### src/rtl/crc8_rx_framer_pkg.sv
// rtl/crc8_rx_framer_pkg.sv - shared types and constants for the CRC-8 receive framer
// Holds the FSM encoding, error codes and the serial CRC-8 step (x^8+x^2+x+1).
package crc8_rx_framer_pkg;

  localparam int CRC_W = 8;
  localparam logic [CRC_W-1:0] CRC_GOOD_RESIDUE = 8'h00;
  localparam logic [CRC_W-1:0] CRC_POLY = 8'h07;

  typedef enum logic [1:0] {
    ST_IDLE = 2'd0,
    ST_RECV = 2'd1,
    ST_DONE = 2'd2
  } state_e;

  typedef enum logic [2:0] {
    ERR_NONE  = 3'd0,
    ERR_ALIGN = 3'd1,
    ERR_SHORT = 3'd2,
    ERR_LONG  = 3'd3,
    ERR_SOF   = 3'd4,
    ERR_OVF   = 3'd5
  } err_e;

  function automatic logic [CRC_W-1:0] crc8_step(input logic [CRC_W-1:0] c, input logic b);
    logic fb;
    fb = c[CRC_W-1] ^ b;
    return {c[CRC_W-2:0], 1'b0} ^ (fb ? CRC_POLY : '0);
  endfunction

endpackage

### src/rtl/crc8_rx_framer_if.sv
// rtl/crc8_rx_framer_if.sv - downstream payload byte stream of the receive framer
interface crc8_rx_framer_if;
  logic [7:0] m_data;
  logic       m_valid;
  logic       m_ready;
  logic       m_last;

  modport master (output m_data, output m_valid, output m_last, input m_ready);
  modport slave  (input m_data, input m_valid, input m_last, output m_ready);
endinterface

### src/rtl/crc8_rx_framer.sv
// rtl/crc8_rx_framer.sv - serial frame deserialiser feeding the CRC-8 checker, drops the CRC byte
// Optional frame length report enabled by defining RX_LEN_REPORT_EN.
module crc8_rx_framer
  import crc8_rx_framer_pkg::*;
#(
  parameter int MAX_BYTES = 64,
  parameter int CNT_W     = 8
) (
  input  logic             clk,
  input  logic             rst_n,
  input  logic             rx_valid,
  input  logic             rx_bit,
  input  logic             rx_sof,
  input  logic             rx_eof,
  output logic             crc_clear,
  output logic             crc_data,
  output logic             crc_enable,
  input  logic [CRC_W-1:0] crc_in,
  crc8_rx_framer_if.master m_if,
  output logic             frame_done,
  output logic             crc_ok,
  output logic             frame_err,
  output logic [2:0]       err_code
`ifdef RX_LEN_REPORT_EN
  ,
  output logic [CNT_W-1:0] frame_len
`endif
);

  localparam logic [CNT_W:0] MAX_CNT = (CNT_W+1)'(MAX_BYTES);
  localparam logic [CNT_W:0] MIN_CNT = (CNT_W+1)'(2);

  state_e           state_q, state_d;
  logic [3:0]       bit_cnt_q, bit_cnt_d;
  logic [6:0]       shift_q, shift_d;
  logic [CNT_W-1:0] byte_cnt_q, byte_cnt_d;
  logic [7:0]       pend_q, pend_d;
  logic             pend_vld_q, pend_vld_d;
  logic [7:0]       m_data_q, m_data_d;
  logic             m_valid_q, m_valid_d;
  logic             m_last_q, m_last_d;
  err_e             err_q, err_d;

  logic [3:0]       bit_inc;
  logic [CNT_W:0]   byte_inc;
  logic [7:0]       new_byte;
  logic             out_busy;
  logic             abort;
  err_e             abort_code;

  always_comb begin
    state_d    = state_q;
    bit_cnt_d  = bit_cnt_q;
    shift_d    = shift_q;
    byte_cnt_d = byte_cnt_q;
    pend_d     = pend_q;
    pend_vld_d = pend_vld_q;
    m_data_d   = m_data_q;
    m_last_d   = m_last_q;
    m_valid_d  = m_valid_q && !m_if.m_ready;
    err_d      = err_q;
    abort      = 1'b0;
    abort_code = ERR_NONE;
    bit_inc    = bit_cnt_q + 4'd1;
    byte_inc   = {1'b0, byte_cnt_q} + {{CNT_W{1'b0}}, 1'b1};
    new_byte   = {shift_q, rx_bit};
    out_busy   = m_valid_q && !m_if.m_ready;

    case (state_q)
      ST_IDLE: begin
        if (rx_valid && rx_sof) begin
          shift_d    = {6'd0, rx_bit};
          bit_cnt_d  = 4'd1;
          byte_cnt_d = '0;
          pend_vld_d = 1'b0;
          err_d      = ERR_NONE;
          if (rx_eof) begin
            abort      = 1'b1;
            abort_code = ERR_ALIGN;
          end else begin
            state_d = ST_RECV;
          end
        end
      end
      ST_RECV: begin
        if (rx_valid) begin
          if (rx_sof) begin
            abort      = 1'b1;
            abort_code = ERR_SOF;
          end else begin
            shift_d   = {shift_q[5:0], rx_bit};
            bit_cnt_d = bit_inc;
            if (bit_inc == 4'd8) begin
              bit_cnt_d  = 4'd0;
              byte_cnt_d = byte_inc[CNT_W-1:0];
              if (byte_inc > MAX_CNT) begin
                abort      = 1'b1;
                abort_code = ERR_LONG;
              end else if (rx_eof) begin
                if (byte_inc < MIN_CNT) begin
                  abort      = 1'b1;
                  abort_code = ERR_SHORT;
                end else if (out_busy) begin
                  abort      = 1'b1;
                  abort_code = ERR_OVF;
                end else begin
                  // The completing byte is the CRC; only the pending payload byte leaves.
                  m_data_d   = pend_q;
                  m_valid_d  = 1'b1;
                  m_last_d   = 1'b1;
                  pend_vld_d = 1'b0;
                  err_d      = ERR_NONE;
                  state_d    = ST_DONE;
                end
              end else if (pend_vld_q && out_busy) begin
                abort      = 1'b1;
                abort_code = ERR_OVF;
              end else begin
                if (pend_vld_q) begin
                  m_data_d  = pend_q;
                  m_valid_d = 1'b1;
                  m_last_d  = 1'b0;
                end
                pend_d     = new_byte;
                pend_vld_d = 1'b1;
              end
            end else if (rx_eof) begin
              abort      = 1'b1;
              abort_code = ERR_ALIGN;
            end
          end
        end
      end
      ST_DONE: begin
        state_d = ST_IDLE;
      end
      default: begin
        state_d = ST_IDLE;
      end
    endcase

    if (abort) begin
      state_d    = ST_DONE;
      pend_vld_d = 1'b0;
      err_d      = abort_code;
    end
    if (!m_valid_d) begin
      m_last_d = 1'b0;
    end
  end

  always_ff @(posedge clk or negedge rst_n) begin
    if (!rst_n) begin
      state_q    <= ST_IDLE;
      bit_cnt_q  <= '0;
      shift_q    <= '0;
      byte_cnt_q <= '0;
      pend_q     <= '0;
      pend_vld_q <= 1'b0;
      m_data_q   <= '0;
      m_valid_q  <= 1'b0;
      m_last_q   <= 1'b0;
      err_q      <= ERR_NONE;
    end else begin
      state_q    <= state_d;
      bit_cnt_q  <= bit_cnt_d;
      shift_q    <= shift_d;
      byte_cnt_q <= byte_cnt_d;
      pend_q     <= pend_d;
      pend_vld_q <= pend_vld_d;
      m_data_q   <= m_data_d;
      m_valid_q  <= m_valid_d;
      m_last_q   <= m_last_d;
      err_q      <= err_d;
    end
  end

`ifdef RX_LEN_REPORT_EN
  logic [CNT_W-1:0] len_q, len_d;

  // Good frames report payload bytes (the CRC byte excluded); errors report bytes seen.
  always_comb begin
    len_d = len_q;
    if ((state_d == ST_DONE) && (state_q != ST_DONE)) begin
      len_d = (err_d == ERR_NONE) ? byte_cnt_q : byte_cnt_d;
    end
  end

  always_ff @(posedge clk or negedge rst_n) begin
    if (!rst_n) begin
      len_q <= '0;
    end else begin
      len_q <= len_d;
    end
  end

  assign frame_len = len_q;
`endif

  assign m_if.m_data  = m_data_q;
  assign m_if.m_valid = m_valid_q;
  assign m_if.m_last  = m_last_q;

  assign frame_done = (state_q == ST_DONE);
  assign frame_err  = frame_done && (err_q != ERR_NONE);
  assign err_code   = frame_done ? err_q : ERR_NONE;
  // The checker already holds the eof bit here, so its remainder is final.
  assign crc_ok     = frame_done && !frame_err && (crc_in == CRC_GOOD_RESIDUE);
  assign crc_clear  = frame_done;
  assign crc_data   = rx_bit;
  assign crc_enable = rx_valid && (((state_q == ST_IDLE) && rx_sof) || (state_q == ST_RECV));

endmodule

### src/flat_wrapper.sv
// flat-port wrapper written by rule: the top's interface ports become plain ports
module crc8_rx_framer_flat import crc8_rx_framer_pkg::*;
#(
  parameter int MAX_BYTES = 64,
  parameter int CNT_W     = 8
)
  (clk, rst_n, rx_valid, rx_bit, rx_sof, rx_eof, crc_clear, crc_data, crc_enable, crc_in, frame_done, crc_ok, frame_err, err_code, m_if_m_data, m_if_m_valid, m_if_m_last, m_if_m_ready);
  crc8_rx_framer_if m_if_i ();
  input  logic clk;
  input  logic rst_n;
  input  logic rx_valid;
  input  logic rx_bit;
  input  logic rx_sof;
  input  logic rx_eof;
  output logic crc_clear;
  output logic crc_data;
  output logic crc_enable;
  input  logic [CRC_W-1:0] crc_in;
  output logic frame_done;
  output logic crc_ok;
  output logic frame_err;
  output logic [2:0] err_code;
  output wire logic [$bits(m_if_i.m_data)-1:0] m_if_m_data;
  output wire logic [$bits(m_if_i.m_valid)-1:0] m_if_m_valid;
  output wire logic [$bits(m_if_i.m_last)-1:0] m_if_m_last;
  input wire logic [$bits(m_if_i.m_ready)-1:0] m_if_m_ready;
  assign m_if_m_data = m_if_i.m_data;
  assign m_if_m_valid = m_if_i.m_valid;
  assign m_if_m_last = m_if_i.m_last;
  assign m_if_i.m_ready = m_if_m_ready;
  crc8_rx_framer #(.MAX_BYTES(MAX_BYTES), .CNT_W(CNT_W)) u_core (.clk(clk), .rst_n(rst_n), .rx_valid(rx_valid), .rx_bit(rx_bit), .rx_sof(rx_sof), .rx_eof(rx_eof), .crc_clear(crc_clear), .crc_data(crc_data), .crc_enable(crc_enable), .crc_in(crc_in), .m_if(m_if_i), .frame_done(frame_done), .crc_ok(crc_ok), .frame_err(frame_err), .err_code(err_code));
endmodule
### config.mk
export PLATFORM = sky130hd
export DESIGN_NAME = crc8_rx_framer_flat
export DESIGN_NICKNAME = d
export VERILOG_FILES = /design/src/rtl/crc8_rx_framer_pkg.sv /design/src/rtl/crc8_rx_framer_if.sv /design/src/rtl/crc8_rx_framer.sv /design/src/flat_wrapper.sv
export SDC_FILE = /design/constraint.sdc
export NUM_CORES = 1
export LEC_CHECK = 0
export CORE_ASPECT_RATIO = 2
export CORE_UTILIZATION = 54
export CTS_CLUSTER_DIAMETER = 80
export DETAILED_ROUTE_END_ITERATION = 6
export MAX_ROUTING_LAYER = met4
export PLACE_DENSITY = 0.79
export SKIP_LAST_GASP = 1
export SYNTH_ARGS = -nofsm -noshare
export SYNTH_HDL_FRONTEND = slang
export SYNTH_SLANG_ARGS = --single-unit
### constraint.sdc
create_clock -name clk -period 3.45 [get_ports clk]
set_input_delay 0.5175 -clock clk [delete_from_list [all_inputs] [get_ports clk]]
set_output_delay 0.5175 -clock clk [all_outputs]
set_load 0.005 [all_outputs]
# [After elaboration in Yosys (flattened, before gate mapping)]
# Index checks and enable logic that the tools add are counted.
[totals] input_bits=15 out_inout_bits=19 ff_bits=43 elab_cells=168
[op_classes] n_bitwise=4 add_sub_neg=2 eq_ne=31 mux=94 magnitude_cmp=2 reduce_logical=25
[op_table] op="$mux 8" count=9
[op_table] op="$mux 3" count=19
[op_table] op="$reduce_and 9->1" count=5
[op_table] op="$mux 1" count=41
[op_table] op="$mux 7" count=3
[op_table] op="$ne 3x2->1 const B" count=7
[op_table] op="$mux 2" count=10
[op_table] op="$ne 2x2->1 const B" count=10
[op_table] op="$mux 4" count=4
[op_table] op="$pmux 8 s2" count=1
[op_table] op="$pmux 7 s2" count=1
[op_table] op="$ne 3x3->1 const B" count=4
[op_table] op="$pmux 3 s2" count=2
[op_table] op="$add 8x1->9 const B" count=1
[op_table] op="$gt 9x7->1 const B" count=1
[op_table] op="$lt 9x2->1 const B" count=1
[op_table] op="$logic_and 1x1->1" count=8
[op_table] op="$logic_not 8->1" count=1
[op_table] op="$ne 4x3->1 const B" count=2
[op_table] op="$pmux 4 s2" count=1
[op_table] op="$reduce_and 7->1" count=1
[op_table] op="$ne 3x1->1 const B" count=2
[op_table] op="$reduce_bool 3->1" count=2
[op_table] op="$reduce_and 5->1" count=1
[op_table] op="14 further kinds" count=21

# [Depth between registers and ports, before layout]
[depth] word_depth=12 mapped_depth=10

# [Worst setup path before layout]
# OpenSTA, ideal clock, no wires.
[synth_path] kind="reg2reg" startpoint="register u_core.byte_cnt_q[1]" endpoint="register u_core.err_q[1]" n_path_buf=1 stages_incl_launch_ff=9 path_slack_ns=0.542 t_arrival_ns=2.777 cell_sequence="dfrtp_1 -> ha_1 -> or4b_1 -> o311a_1 -> or4_1 -> buf_2 -> or3_1 -> a31o_2 -> o2bb2ai_1"
[synth_via] elab_chain_len=11 word_cells_on_any_way=28
[synth_rtl] item="from (decl)" line_no="crc8_rx_framer.sv:36" rtl="logic [CNT_W-1:0] byte_cnt_q, byte_cnt_d;"
[synth_rtl] item="from (signal assigned)" line_no="crc8_rx_framer.sv:168" rtl="byte_cnt_q <= byte_cnt_d;"
[synth_rtl] item="$add 8x1->9 *" line_no="crc8_rx_framer.sv:65" rtl="byte_inc = {1'b0, byte_cnt_q} + {{CNT_W{1'b0}}, 1'b1};"
[synth_rtl] item="$lt 9x2->1" line_no="crc8_rx_framer.sv:100" rtl="if (byte_inc < MIN_CNT) begin"
[synth_rtl] item="$mux 1" line_no="crc8_rx_framer.sv:100"
[synth_rtl] item="$mux 1" line_no="crc8_rx_framer.sv:99" rtl="end else if (rx_eof) begin"
[synth_rtl] item="$mux 1" line_no="crc8_rx_framer.sv:96" rtl="if (byte_inc > MAX_CNT) begin"
[synth_rtl] item="$mux 1" line_no="crc8_rx_framer.sv:93" rtl="if (bit_inc == 4'd8) begin"
[synth_rtl] item="$mux 1" line_no="crc8_rx_framer.sv:87" rtl="if (rx_sof) begin"
[synth_rtl] item="$mux 1" line_no="crc8_rx_framer.sv:86" rtl="if (rx_valid) begin"
[synth_rtl] item="$pmux 1 s2" line_no="crc8_rx_framer.sv:69" rtl="case (state_q)"
[synth_rtl] item="$ne 3x1->1 (no line), or another cell as far along"
[synth_rtl] item="$reduce_and 9->1 (no line)"
[synth_rtl] item="to (signal assigned)" line_no="crc8_rx_framer.sv:174" rtl="err_q <= err_d;"
[synth_rtl] item="to (decl)" line_no="crc8_rx_framer.sv:42" rtl="err_e err_q, err_d;"
# Mark *: on every way between the ends. The rest lies on a longest branch, timed or not.
# A chain may end at the register's enable or synchronous reset.

# [Final worst setup path]
[layout_path] startpoint="register u_core.byte_cnt_q[0]" endpoint="register u_core.err_q[1]"
# Same word-level chain as after synthesis.

==> results.py <==
metrics = {
    "outcome": {
        "status": "finished clean",
    },
    "finish": {
        "layout.cells.non_filler": 329,
        "final_area_um2": 2850,
        "drive_gt1_share_pct": 13.4,
        "syn_to_final_growth_pct": 19.8,
        "multi_input_comb_area_um2": 1200,
        "antenna_cells": 0,
        "final_util_pct": 68.3,
        "nets": 295,
        "fill_cells": 328,
        "regArea_um2": 1080,
    },
    "detailed_routing": {
        "drt_wl_total_mm": 5.52,
        "dr_wl_met3_um": 179,
        "m1WireLength_mm": 2.10,
        "vias": 2016,
        "drt_iter0_markers": 91,
        "top_layer_used": "met4",
        "vias_per_cell": 6.13,
        "ant_nets": 0,
        "route.met2.wl_mm": 3.08,
        "post_drt_wl_per_cell_um": 16.8,
        "drc": 0,
        "drtPass1Iterations": 4,
    },
    "clock_tree": {
        "clock_sink_count": 43,
        "worstSkewPairLatency_ns": 0.29,
        "post_cts_buffers": 0,
        "htreeDepth": 2,
        "cts-root-buf": "clkbuf_8",
        "cts_hold_buf": 0,
        "cts_tree": "done",
        "cts_buffer_depth": 2,
        "clkSlewWorstSetupHoldPaths_ns": 0.08,
        "cts_buffers": 5,
        "cts_resized": 0,
    },
    "global_routing": {
        "antenna_found_initial": 0,
        "grt_usage_pct": 26.6,
        "grt_pass1_wl_mm": 9.12,
        "grt_pass1_vias": 2019,
        "grt_max_degree": 44,
        "grt-ovfl-total": 0,
    },
    "floorplanning": {
        "die-height_um": 95.8,
        "fp-row-count": 33,
        "core_area_um2": 4170,
        "start_util_pct": 57.0,
        "die-area_um2": 4690,
        "die_w_um": 48.9,
        "ios": 34,
    },
    "timing": {
        "tns_ns": 0,
        "fmax_mhz": 312,
        "rsz0062_at_grt": "no",
        "slew_viol_final": 0,
        "hold_violations": 0,
        "fin_ws_ns": 0.246,
        "relSlewSlack_pct": 35.7,
        "fin_hold_ws_ns": 0.370,
        "skew_ns": 0.00379,
        "min_period_over_period_pct": 92.9,
        "worst_pin_slew_ns": 0.965,
        "final-setup-viol-count": 0,
        "fin_crit_ns": 3.20,
    },
    "critical_path": {
        "critPathKind": "reg2reg",
        "critPathTopFamily": "simple AND/OR/NAND/NOR gates",
        "start_kind": "flip-flop",
        "cp_slowest_stage_delay_ns": 0.62,
        "worst_setup_path_end_kind": "flip-flop",
        "r2r_slack_ns": 0.25,
        "cp.arrival_ns": 3.38,
        "crit_slowest_cell": "or4_1",
        "crit_fanout": 11,
        "cp.required_ns": 3.63,
        "cp.depth": 7,
        "path_buf_inv": 0,
        "reg2reg_from": "u_core.byte_cnt_q[0]",
        "r2r_cells": 7,
        "crit_chain": "ha_1 -> or4b_1 -> o311a_1 -> or4_1 -> or3_1 -> a31o_2 -> o2bb2ai_1",
        "r2r-end": "u_core.err_q[1]",
    },
    "synth": {
        "async_flop_share_pct": 100,
        "synth_area_leaders": "dfrtp_1 (45%), mux2_2 (8.5%), o21ai_0 (4.0%)",
        "synth_edf_count": 0,
        "synth.distinct_cells": 52,
        "yosysTopAreaCellShare_pct": 45.3,
        "netlist_top_cells_count": "dfrtp_1 (43), nand2_1 (19), o21ai_0 (19)",
        "synth_cells": 245,
        "ys_seq_area_share_pct": 45.3,
        "synth_top_cell_by_area": "dfrtp_1",
        "yosys_warnings": 0,
        "synth_seq_cells": 43,
        "syn_area_um2": 2380,
        "post-synth-top-count-cell": "dfrtp_1",
        "synthesis.nets": 263,
        "synth_flop_cell": "dfrtp_1",
        "syn_avg_cell_area_um2": 9.70,
    },
    "job": {
        "max-cap-violations": 0,
    },
    "hold_path": {
        "min_path_type": "in2async",
    },
    "power": {
        "vdd_drop_max_v": 0.000332,
        "p_leak_nw": 1.23,
        "cellPowerDensity_nw_per_um2": 416,
        "p_total_mw": 1.18,
    },
    "place": {
        "io_buffer_count": 33,
        "dp.cells": 322,
        "place_ws_ns": 0.275,
        "place_congestion": 0.944,
        "dp_hpwl_mm": 4.06,
        "place_area_um2": 2750,
    },
}
==> state kept, by name (all words and copies together), names as in the netlist <==
name	cells
u_core.pend_q	8
u_core.m_if.m_last	1
u_core.pend_vld_q	1
u_core.err_q	3
u_core.bit_cnt_q	4
u_core.byte_cnt_q	8
u_core.m_if.m_valid	1
u_core.shift_q	7
u_core.m_if.m_data	8
u_core.state_q	2
==> worst max path at each step <==
stage | start | end
5_1_grt | u_core.byte_cnt_q[0] | u_core.pend_q[3]
3_3_place_gp | u_core.byte_cnt_q[0] | u_core.pend_q[5]
3_5_place_dp | u_core.byte_cnt_q[0] | u_core.pend_q[3]
2_1_floorplan | u_core.byte_cnt_q[1] | u_core.err_q[1]
4_1_cts | u_core.byte_cnt_q[0] | u_core.pend_q[2]
6_report | u_core.byte_cnt_q[0] | u_core.err_q[1]
==> layout by cell type, fill, tap and decap left out, drive strengths merged, types with 3 or more instances in the layout <==
| master | count |
|---|---|
| nor2 | 18 |
| a21oi | 10 |
| o31ai | 11 |
| mux2 | 18 |
| nand2 | 19 |
| nand2b | 6 |
| ha | 3 |
| clkbuf | 6 |
| o21ai | 20 |
| dfrtp | 43 |
| or3 | 3 |
| nand3 | 5 |
| nor2b | 5 |
| nor3 | 8 |
| and2 | 4 |
| a22o | 7 |
| nor4 | 5 |
| inv | 6 |
| buf | 8 |
| o21bai | 3 |
| clkdlybuf4s50 | 32 |
==> area by class of cell <==
class | instances | area share, %
Inverter | 6 | 0.791
Multi-Input combinational cell | 181 | 42.3
Timing Repair Buffer | 40 | 13.3
Clock inverter | 1 | 1.05
Clock buffer | 6 | 2.55
Sequential cell | 43 | 37.8
Tap cell | 52 | 2.28
==> routing by layer <==
layer / vias to the layer above / track usage [%]
met5: - / -
met4: 0 / 13.0
met3: 14 / 3.79
met2: 58 / 49.3
met1: 979 / 26.9
li1: 965 / -
==> worst reg2reg max path, delay by kind of cell (launching register included) <==
kind	cells	cell delay, ns
AND/OR/NAND/NOR	3	1.52
AO/OA/AOI/OAI	3	0.70
flip-flops	1	0.48
adder cells (fa/ha/maj)	1	0.39
==> kinds of logic after synthesis <==
family | share of synthesized area, %
buffers and inverters | 4.10
muxes | 8.53
DFF | 45.3
AOI/OAI and AO/OA | 20.9
adders and majority gates | 1.58
and+or+nand+nor | 18.9
xor gates and xnor gates | 0.737
==> report_power, final <==
group,switching [mW],leakage (nW),internal [mW]
Sequential,0.0555,0.587,0.543
Combinational,0.110,0.596,0.100
Clock,0.163,0.0513,0.212
Power figures use the tool's default switching activity.
